===== config.mk =====
export PLATFORM = sky130hd
export DESIGN_NAME = match_ctrl
export DESIGN_NICKNAME = d
export VERILOG_FILES = /design/src/rtl/match_ctrl.sv
export SDC_FILE = /design/constraint.sdc
export NUM_CORES = 1
export LEC_CHECK = 0
export CAP_MARGIN = 10
export CORE_MARGIN = 1.5
export CORE_UTILIZATION = 54
export CTS_CLUSTER_DIAMETER = 200
export CTS_CLUSTER_SIZE = 25
export DETAILED_ROUTE_END_ITERATION = 10
export PLACE_DENSITY = 0.81
export SETUP_SLACK_MARGIN = 0.05
export SLEW_MARGIN = 20
export SYNTH_ARGS = -nofsm -noshare
export SYNTH_HDL_FRONTEND = slang
export SYNTH_SLANG_ARGS = --single-unit

===== constraint.sdc =====
create_clock -name frame_clk -period 5.02 [get_ports frame_clk]
set_clock_uncertainty 0.2 [all_clocks]
set_input_delay 1.004 -clock frame_clk [delete_from_list [all_inputs] [get_ports frame_clk]]
set_output_delay 1.004 -clock frame_clk [all_outputs]
set_load 0.02 [all_outputs]

===== src/rtl/match_ctrl.sv =====
// match_ctrl: match sequencer for the two-player tank game.
// Runs the attract / countdown / play / round-over / match-over flow on the
// frame clock and drives both tanks' reset, respawn and loss inputs.
// Optional feature: define MATCH_TIMEOUT_EN to end a round as a draw after
// ROUND_TIME_FRAMES frames of play without a base win or elimination.
module match_ctrl #(
    parameter int LIVES              = 3,
    parameter int ROUNDS_TO_WIN      = 3,
    parameter int COUNTDOWN_FRAMES   = 180,
    parameter int ROUND_PAUSE_FRAMES = 120,
    parameter int ROUND_TIME_FRAMES  = 5400
) (
    input  logic       frame_clk,
    input  logic       Reset,
    input  logic [7:0] keycode,
    input  logic       hit1,
    input  logic       hit2,
    input  logic       win1,
    input  logic       win2,
    output logic       tank_rst,
    output logic       gotHit1,
    output logic       gotHit2,
    output logic       loss1,
    output logic       loss2,
    output logic       freeze,
    output logic [2:0] state,
    output logic [2:0] lives1,
    output logic [2:0] lives2,
    output logic [3:0] score1,
    output logic [3:0] score2
);

    typedef enum logic [2:0] {
        IDLE       = 3'd0,
        COUNTDOWN  = 3'd1,
        PLAY       = 3'd2,
        ROUND_OVER = 3'd3,
        MATCH_OVER = 3'd4
    } state_t;

    // One shared frame timer, wide enough for the longest interval it may count
    // (the round time limit is included so both builds use the same width).
    localparam int T_MAX0  = (COUNTDOWN_FRAMES > ROUND_PAUSE_FRAMES) ? COUNTDOWN_FRAMES
                                                                    : ROUND_PAUSE_FRAMES;
    localparam int T_MAX   = (T_MAX0 > ROUND_TIME_FRAMES) ? T_MAX0 : ROUND_TIME_FRAMES;
    localparam int TIMER_W = $clog2(T_MAX + 1);

    localparam logic [TIMER_W-1:0] CD_LAST    = TIMER_W'(COUNTDOWN_FRAMES - 1);
    localparam logic [TIMER_W-1:0] PAUSE_LAST = TIMER_W'(ROUND_PAUSE_FRAMES - 1);
`ifdef MATCH_TIMEOUT_EN
    localparam logic [TIMER_W-1:0] PLAY_LAST  = TIMER_W'(ROUND_TIME_FRAMES - 1);
`endif
    localparam logic [2:0]         LIVES_INIT = 3'(LIVES);
    localparam logic [3:0]         SCORE_GOAL = 4'(ROUNDS_TO_WIN);

    state_t               fsm;
    logic [TIMER_W-1:0]   timer;
    logic                 start_q;

    logic                 start_now;
    logic                 start_rise;
    logic [2:0]           lives1_dec;
    logic [2:0]           lives2_dec;
    logic                 dead1;
    logic                 dead2;
    logic [3:0]           score1_inc;
    logic [3:0]           score2_inc;

    // The state register itself is the debug/HUD output.
    assign state = fsm;

    // START edge detect, floor-at-zero life decrements, saturating score increments.
    always_comb begin
        start_now  = (keycode == 8'h2C);
        start_rise = start_now & ~start_q;
        lives1_dec = (lives1 == 3'd0) ? 3'd0 : lives1 - 3'd1;
        lives2_dec = (lives2 == 3'd0) ? 3'd0 : lives2 - 3'd1;
        dead1      = hit2 & (lives1 <= 3'd1);
        dead2      = hit1 & (lives2 <= 3'd1);
        score1_inc = (score1 == 4'd15) ? 4'd15 : score1 + 4'd1;
        score2_inc = (score2 == 4'd15) ? 4'd15 : score2 + 4'd1;
    end

    // Match FSM with registered outputs, lives, scores and the frame timer.
    always_ff @(posedge frame_clk or posedge Reset) begin
        if (Reset) begin
            fsm      <= IDLE;
            tank_rst <= 1'b1;
            freeze   <= 1'b1;
            gotHit1  <= 1'b0;
            gotHit2  <= 1'b0;
            loss1    <= 1'b0;
            loss2    <= 1'b0;
            score1   <= 4'd0;
            score2   <= 4'd0;
            lives1   <= LIVES_INIT;
            lives2   <= LIVES_INIT;
            timer    <= '0;
            start_q  <= 1'b0;
        end else begin
            start_q <= start_now;
            gotHit1 <= 1'b0;
            gotHit2 <= 1'b0;
            case (fsm)
                IDLE: begin
                    if (start_rise) begin
                        fsm    <= COUNTDOWN;
                        score1 <= 4'd0;
                        score2 <= 4'd0;
                        lives1 <= LIVES_INIT;
                        lives2 <= LIVES_INIT;
                        timer  <= '0;
                    end
                end
                COUNTDOWN: begin
                    if (timer == CD_LAST) begin
                        fsm      <= PLAY;
                        tank_rst <= 1'b0;
                        freeze   <= 1'b0;
                        timer    <= '0;
                    end else begin
                        timer <= timer + TIMER_W'(1);
                    end
                end
                PLAY: begin
                    if (win1 | win2) begin
                        // Base destruction beats any hit in the same frame.
                        fsm    <= ROUND_OVER;
                        freeze <= 1'b1;
                        timer  <= '0;
                        if (win1 & ~win2) score1 <= score1_inc;
                        if (win2 & ~win1) score2 <= score2_inc;
                    end else begin
                        // Respawn pulses still go out on the eliminating hit.
                        gotHit1 <= hit2;
                        gotHit2 <= hit1;
                        if (hit2) lives1 <= lives1_dec;
                        if (hit1) lives2 <= lives2_dec;
                        if (dead1 | dead2) begin
                            fsm    <= ROUND_OVER;
                            freeze <= 1'b1;
                            timer  <= '0;
                            if (dead2 & ~dead1) score1 <= score1_inc;
                            if (dead1 & ~dead2) score2 <= score2_inc;
                        end
`ifdef MATCH_TIMEOUT_EN
                        else if (timer == PLAY_LAST) begin
                            fsm    <= ROUND_OVER;
                            freeze <= 1'b1;
                            timer  <= '0;
                        end else begin
                            timer <= timer + TIMER_W'(1);
                        end
`endif
                    end
                end
                ROUND_OVER: begin
                    if (timer == PAUSE_LAST) begin
                        timer <= '0;
                        if ((score1 == SCORE_GOAL) || (score2 == SCORE_GOAL)) begin
                            fsm   <= MATCH_OVER;
                            loss1 <= (score2 == SCORE_GOAL);
                            loss2 <= (score1 == SCORE_GOAL);
                        end else begin
                            fsm      <= COUNTDOWN;
                            tank_rst <= 1'b1;
                            lives1   <= LIVES_INIT;
                            lives2   <= LIVES_INIT;
                        end
                    end else begin
                        timer <= timer + TIMER_W'(1);
                    end
                end
                MATCH_OVER: begin
                    if (start_rise) begin
                        fsm      <= IDLE;
                        tank_rst <= 1'b1;
                        loss1    <= 1'b0;
                        loss2    <= 1'b0;
                        score1   <= 4'd0;
                        score2   <= 4'd0;
                    end
                end
                default: begin
                    fsm      <= IDLE;
                    tank_rst <= 1'b1;
                    freeze   <= 1'b1;
                    timer    <= '0;
                end
            endcase
        end
    end

endmodule

# After elaboration in Yosys (flattened, before gate mapping)
# Cells that the tools add are included.
[classes]
add_sub_neg = 5
n_reduce_logical = 19
eq_ne = 26
mux = 57
bitwise_logic = 17
magnitude_cmp = 2
[op_table]
columns = ["operator", "count"]
rows = [
  ["two-way mux 13 bit", 5],
  ["case mux 13 bit (5 select lines)", 1],
  ["two-way mux 3 bit", 16],
  ["two-way mux 4 bit", 11],
  ["AND reduction 5 bit", 4],
  ["!= test 2 bit, second input constant", 9],
  ["case mux 3 bit (3 select lines)", 2],
  ["case mux 4 bit (2 select lines)", 2],
  ["two-way mux 1 bit", 15],
  ["!= test 3 bit, second input constant", 5],
  ["case mux 3 bit (5 select lines)", 1],
  ["adder 13 x 1 -> 13 bit, second input constant", 1],
  ["equality test 13 x 7 -> 1 bit, second input constant", 1],
  ["equality test 13 x 8 -> 1 bit, second input constant", 1],
  ["AND reduction 6 bit", 2],
  ["logical NOT 3 bit", 3],
  ["adder 4 x 1 -> 4 bit, second input constant", 2],
  ["equality test 4 x 2 -> 1 bit, second input constant", 2],
  ["equality test 4 bit, second input constant", 2],
  ["equality test 8 x 6 -> 1 bit, second input constant", 1],
  ["inverter 1 bit", 8],
  ["bitwise AND 1 bit", 7],
  ["equality test 3 x 2 -> 1 bit, second input constant", 2],
  ["<= comparator 3 x 1 -> 1 bit, second input constant", 2],
  ["other kinds (15)", 21],
]
[totals]
elab_cells = 139
out_inout_bits = 23
ff_bits = 37
in_bits = 14

# Depth between registers and ports, before layout
[logic_depth]
depth_word = 8
ltp_mapped = 7
depth_no_buf = 6

# Worst setup path after synthesis
# No wires, ideal clock.
[synth_timing]
path_type = "input port to flip-flop"
startpoint = "in keycode[4]"
endpoint = "reg score1[0]"
n_path_buf = 0
t_arrival_ps = 2641
path_slack_ps = 2054
stages = 5
required_time_ps = 4695
setup_ps = 125
path_cell_list = "or4b_4 nor4_1 o21ai_0 nor2_1 mux2_2"
[synth_via]
elab_chain_cells = 4
[synth_lines]
columns = ["item", "line", "source"]
rows = [
  ["from (decl)", "15", "input logic [7:0] keycode,"],
  ["equality test 8 x 6 -> 1 bit", "74", "start_now = (keycode == 8'h2C);"],
  ["bitwise AND 1 bit", "75", "start_rise = start_now & ~start_q;"],
  ["!= test 2 x 1 -> 1 bit (no source line)", "n/a", ""],
  ["AND reduction 5 bit (no source line)", "n/a", ""],
  ["to (signal assigned)", "131", "if (win1 & ~win2) score1 <= score1_inc;"],
  ["to (signal assigned)", "143", "if (dead2 & ~dead1) score1 <= score1_inc;"],
  ["to (decl)", "29", "output logic [3:0] score1,"],
]
# Every way passes these cells.
# A chain may end at the register's enable or synchronous reset.

# Final worst setup path
# Ends and elaborated chain as after synthesis.

==> impl_metrics.csv <==
group,metric,value,unit
run_status,outcome,"completed",
synthesis,avgSynthCellArea,9.37,sq um
power,p_comb_share,25.6,%
synthesis,ys_types,54,
sta,fin_crit_sh,65.1,%
clock_tree,clock_path_buffers,2,
global_route,grt_overflow,0,
sta,tightest_slew,0.653,ns
global_route,antenna_found_initial,0,
synthesis,synth.top_cell.area_share,35.1,%
power,p_clk_share,26.0,%
synthesis,yosysTopAreaCell,"dfrtp_1",
die,ios,37,
drt,drc,0,
hold_path,holdPathStages,2,
layout,final_cells,326,
die,num_rows,23,
synthesis,synth_ff_type,"dfrtp_1",
placed_design,place_congestion,0.840,
synthesis,synth-edff-count,0,
synthesis,synth.ff_latch_count,37,
drt,vias,1946,
power,p_per_area,297,mW/mm^2
global_route,grt_pass1_vias,1736,
power,p_int,530,uW
worst_setup_path,criticalPathCategory,"input port to register",
worst_setup_path,cp_num_buf_inv,1,
power,power.total,798,uW
sta,rsz0062_at_grt,"false",
sta,drv_slew,0,
layout,drive_gt1_share,14.1,%
power,p_sw_share,33.6,%
die,initial_core_util,55.7,%
synthesis,syn-num-nets,257,
worst_setup_path,r2r_slack,2.31,ns
worst_setup_path,cpPeakStageDelay,0.58,ns
worst_setup_path,crit_family,"simple AND/OR/NAND/NOR gates",
drt,drtAntennaViolNets,0,
sta,layout_min_cycle_time,3.27,ns
placed_design,dp_hpwl,3540,microns
drt,first_pass_iters,4,
worst_setup_path,required,5.00,ns
synthesis,ys.warnings.count,0,
clock_tree,postCtsSetupBuffers,0,
synthesis,synthTopCellsByCount,"dfrtp_1, nand2_1, o21ai_0",
worst_setup_path,rr_endpoint,"score1[0]$_DFFE_PP0P_",
drt,routedWlPerCell,15.1,microns
layout,nNetsFinal,296,
die,die_w,67.0,microns
hold_path,holdPathEnd,"lives2[1]$_DFFE_PP1P_",
clock_tree,numCtsBuffers,5,
layout,antenna_cells,0,
clock_tree,clock_latency,0.29,ns
clock_tree,cts-hold-fix-buffers,0,
die,die-area,0.00449,sq mm
worst_setup_path,startpoint_type,"input port",
die,die_h,67.0,microns
layout,areaGrowthSynthToFinish,21.7,%
synthesis,synth_area,0.00221,sq mm
sta,relSlewSlack,56.3,%
placed_design,port_buffers,36,
power,vdd_ir_drop_max,226,uV
worst_setup_path,crit_chain,"clkdlybuf4s50_1, or4b_4, nor4_1, o21ai_0, nor2_1, mux2_2",
sta,timing.hold.ws,0.317,ns
die,fp.coreArea,0.00397,sq mm
global_route,grt_first_pass_wirelength,8140,microns
clock_tree,clkSinkCount,37,
global_route,grt_max_degree,27,
worst_setup_path,worstPathArrival,3.25,ns
placed_design,placed_cells,318,
layout,final.fill_count,325,
worst_setup_path,cp-end-kind,"register",
global_route,grt_use_total,24.0,%
synthesis,synthTopCellsByArea,"dfrtp_1, dfstp_2, o21ai_0",
clock_tree,root_buffer,"clkbuf_8",
worst_setup_path,slowest_stage,"or4b_4",
drt,drtIter0Drc,126,
sta,fin_setup_tns,0,ns
sta,setup-violations-final,0,
sta,worst_slack,1.75,ns
power,p_switching,268,uW
placed_design,dp_slack,1.48,ns
drt,vias_per_cell,5.97,
worst_setup_path,reg2reg_depth,5,
synthesis,yosysMostFrequentCell,"dfrtp_1",
power,power_frac_seq,48.4,%
clock_tree,h-tree-depth,2,
synthesis,async_flop_share,100,%
worst_setup_path,r2r-start,"state[1]$_DFFE_PP0P_",
worst_setup_path,critPathMaxFanout,5,
hold_path,min_from,"lives2[1]$_DFFE_PP1P_",
sta,hold_violations,0,
job,cap_violations,0,
power,leakagePower,1.14,nW
drt,routed_wl,4910,microns
sta,fmax,306,MHz
clock_tree,cts_tree,"yes",
synthesis,synthesis.instances,236,
synthesis,synth_seq_area_share,42.2,%
clock_tree,clkSlewWorstSetupHoldPaths,0.08,ns
hold_path,hold_class,"register to register",
clock_tree,ctsResizeCount,0,
## flip-flops by register name, summed over array words and instances (netlist names), 3 cells and up
name    count
lives1      3
score2      4
timer      13
lives2      3
score1      4
state       3
## worst max-delay path by stage
stage | from | end | slack [ns] | cells past startpoint
after floorplan | keycode[4] | score1[0]$_DFFE_PP0P_ | 2.05 | 5
after global placement | keycode[2] | score1[0]$_DFFE_PP0P_ | 1.55 | 6
after detailed placement | keycode[4] | score1[0]$_DFFE_PP0P_ | 1.48 | 6
after CTS | keycode[4] | score1[0]$_DFFE_PP0P_ | 1.79 | 6
after global routing | keycode[2] | score1[0]$_DFFE_PP0P_ | 1.56 | 6
final | keycode[4] | score1[0]$_DFFE_PP0P_ | 1.75 | 6
## metal layers
metal | track usage (%) | wire [microns]
met5 | 0 | 0
met4 | 7.40 | 52
met3 | 5.41 | 239
met2 | 37.5 | 2320
met1 | 33.2 | 2290
## through the flow
step / util [%] / cell area (sq um)
floorplan: - / 2210
global placement: 65.6 / 2600
detailed placement: 65.6 / 2600
CTS: 67.7 / 2690
global route: 67.7 / 2690
finish: 67.7 / 2690
## cell families after synthesis
kind of cell               share of synthesized area [%]
buffers and inverters                               4.92
muxes                                               4.75
AOI/OAI and AO/OA                                   19.1
adders and majority gates                           3.96
and+or+nand+nor                                     25.1
DFF                                                 42.2
## cell type report
type / count / area (sq um) / area share, %
clock buffers: 5 / 68.8 / 2.56
well taps: 50 / 62.6 / 2.33
flip-flops and latches: 37 / 933 / 34.7
inverters: 15 / 56.3 / 2.09
repair buffers: 39 / 383 / 14.2
multi-input cells: 177 / 1170 / 43.4
clock inverters: 3 / 17.5 / 0.651
## cells in the final DEF, fill, tap and decap left out, types with 2 or more instances in the layout
cell              n
a21oi_1          17
a22o_1            3
a2bb2oi_1         2
a31oi_1           3
and2_2            2
and3_1            5
buf_4             3
clkbuf_8          5
clkdlybuf4s50_1  36
clkinv_2          2
dfrtp_1          31
dfstp_2           6
ha_1              7
inv_1            15
mux2_2            4
mux2_4            2
mux2i_1           3
nand2_1          20
nand2b_1          3
nand3_1          16
nand4_1           2
nor2_1           14
nor3_1            8
nor4b_1           2
o21ai_0          18
o21bai_1          2
o22ai_1           3
o31ai_1           2
o41ai_1           3
or3_1             7
or3_4             2
or3b_2            5
## worst reg2reg max path, cell delays in order (launching register included)
cell,delay [ns]
dfrtp_1,0.56
nor3b_2,0.63
nand4_1,0.43
o21ai_0,0.33
nor2_1,0.16
mux2_2,0.29
## power by group through the flow
stage	logic, mW	clock network [mW]	registers, mW
6_report	0.204	0.207	0.387
4_1_cts	0.205	0.215	0.386
3_3_place_gp	0.200	0	0.390
3_5_place_dp	0.205	0	0.390
2_1_floorplan	0.126	0	0.395
5_1_grt	0.231	0.225	0.397
Note: power is estimated with default switching activity, not from simulation.
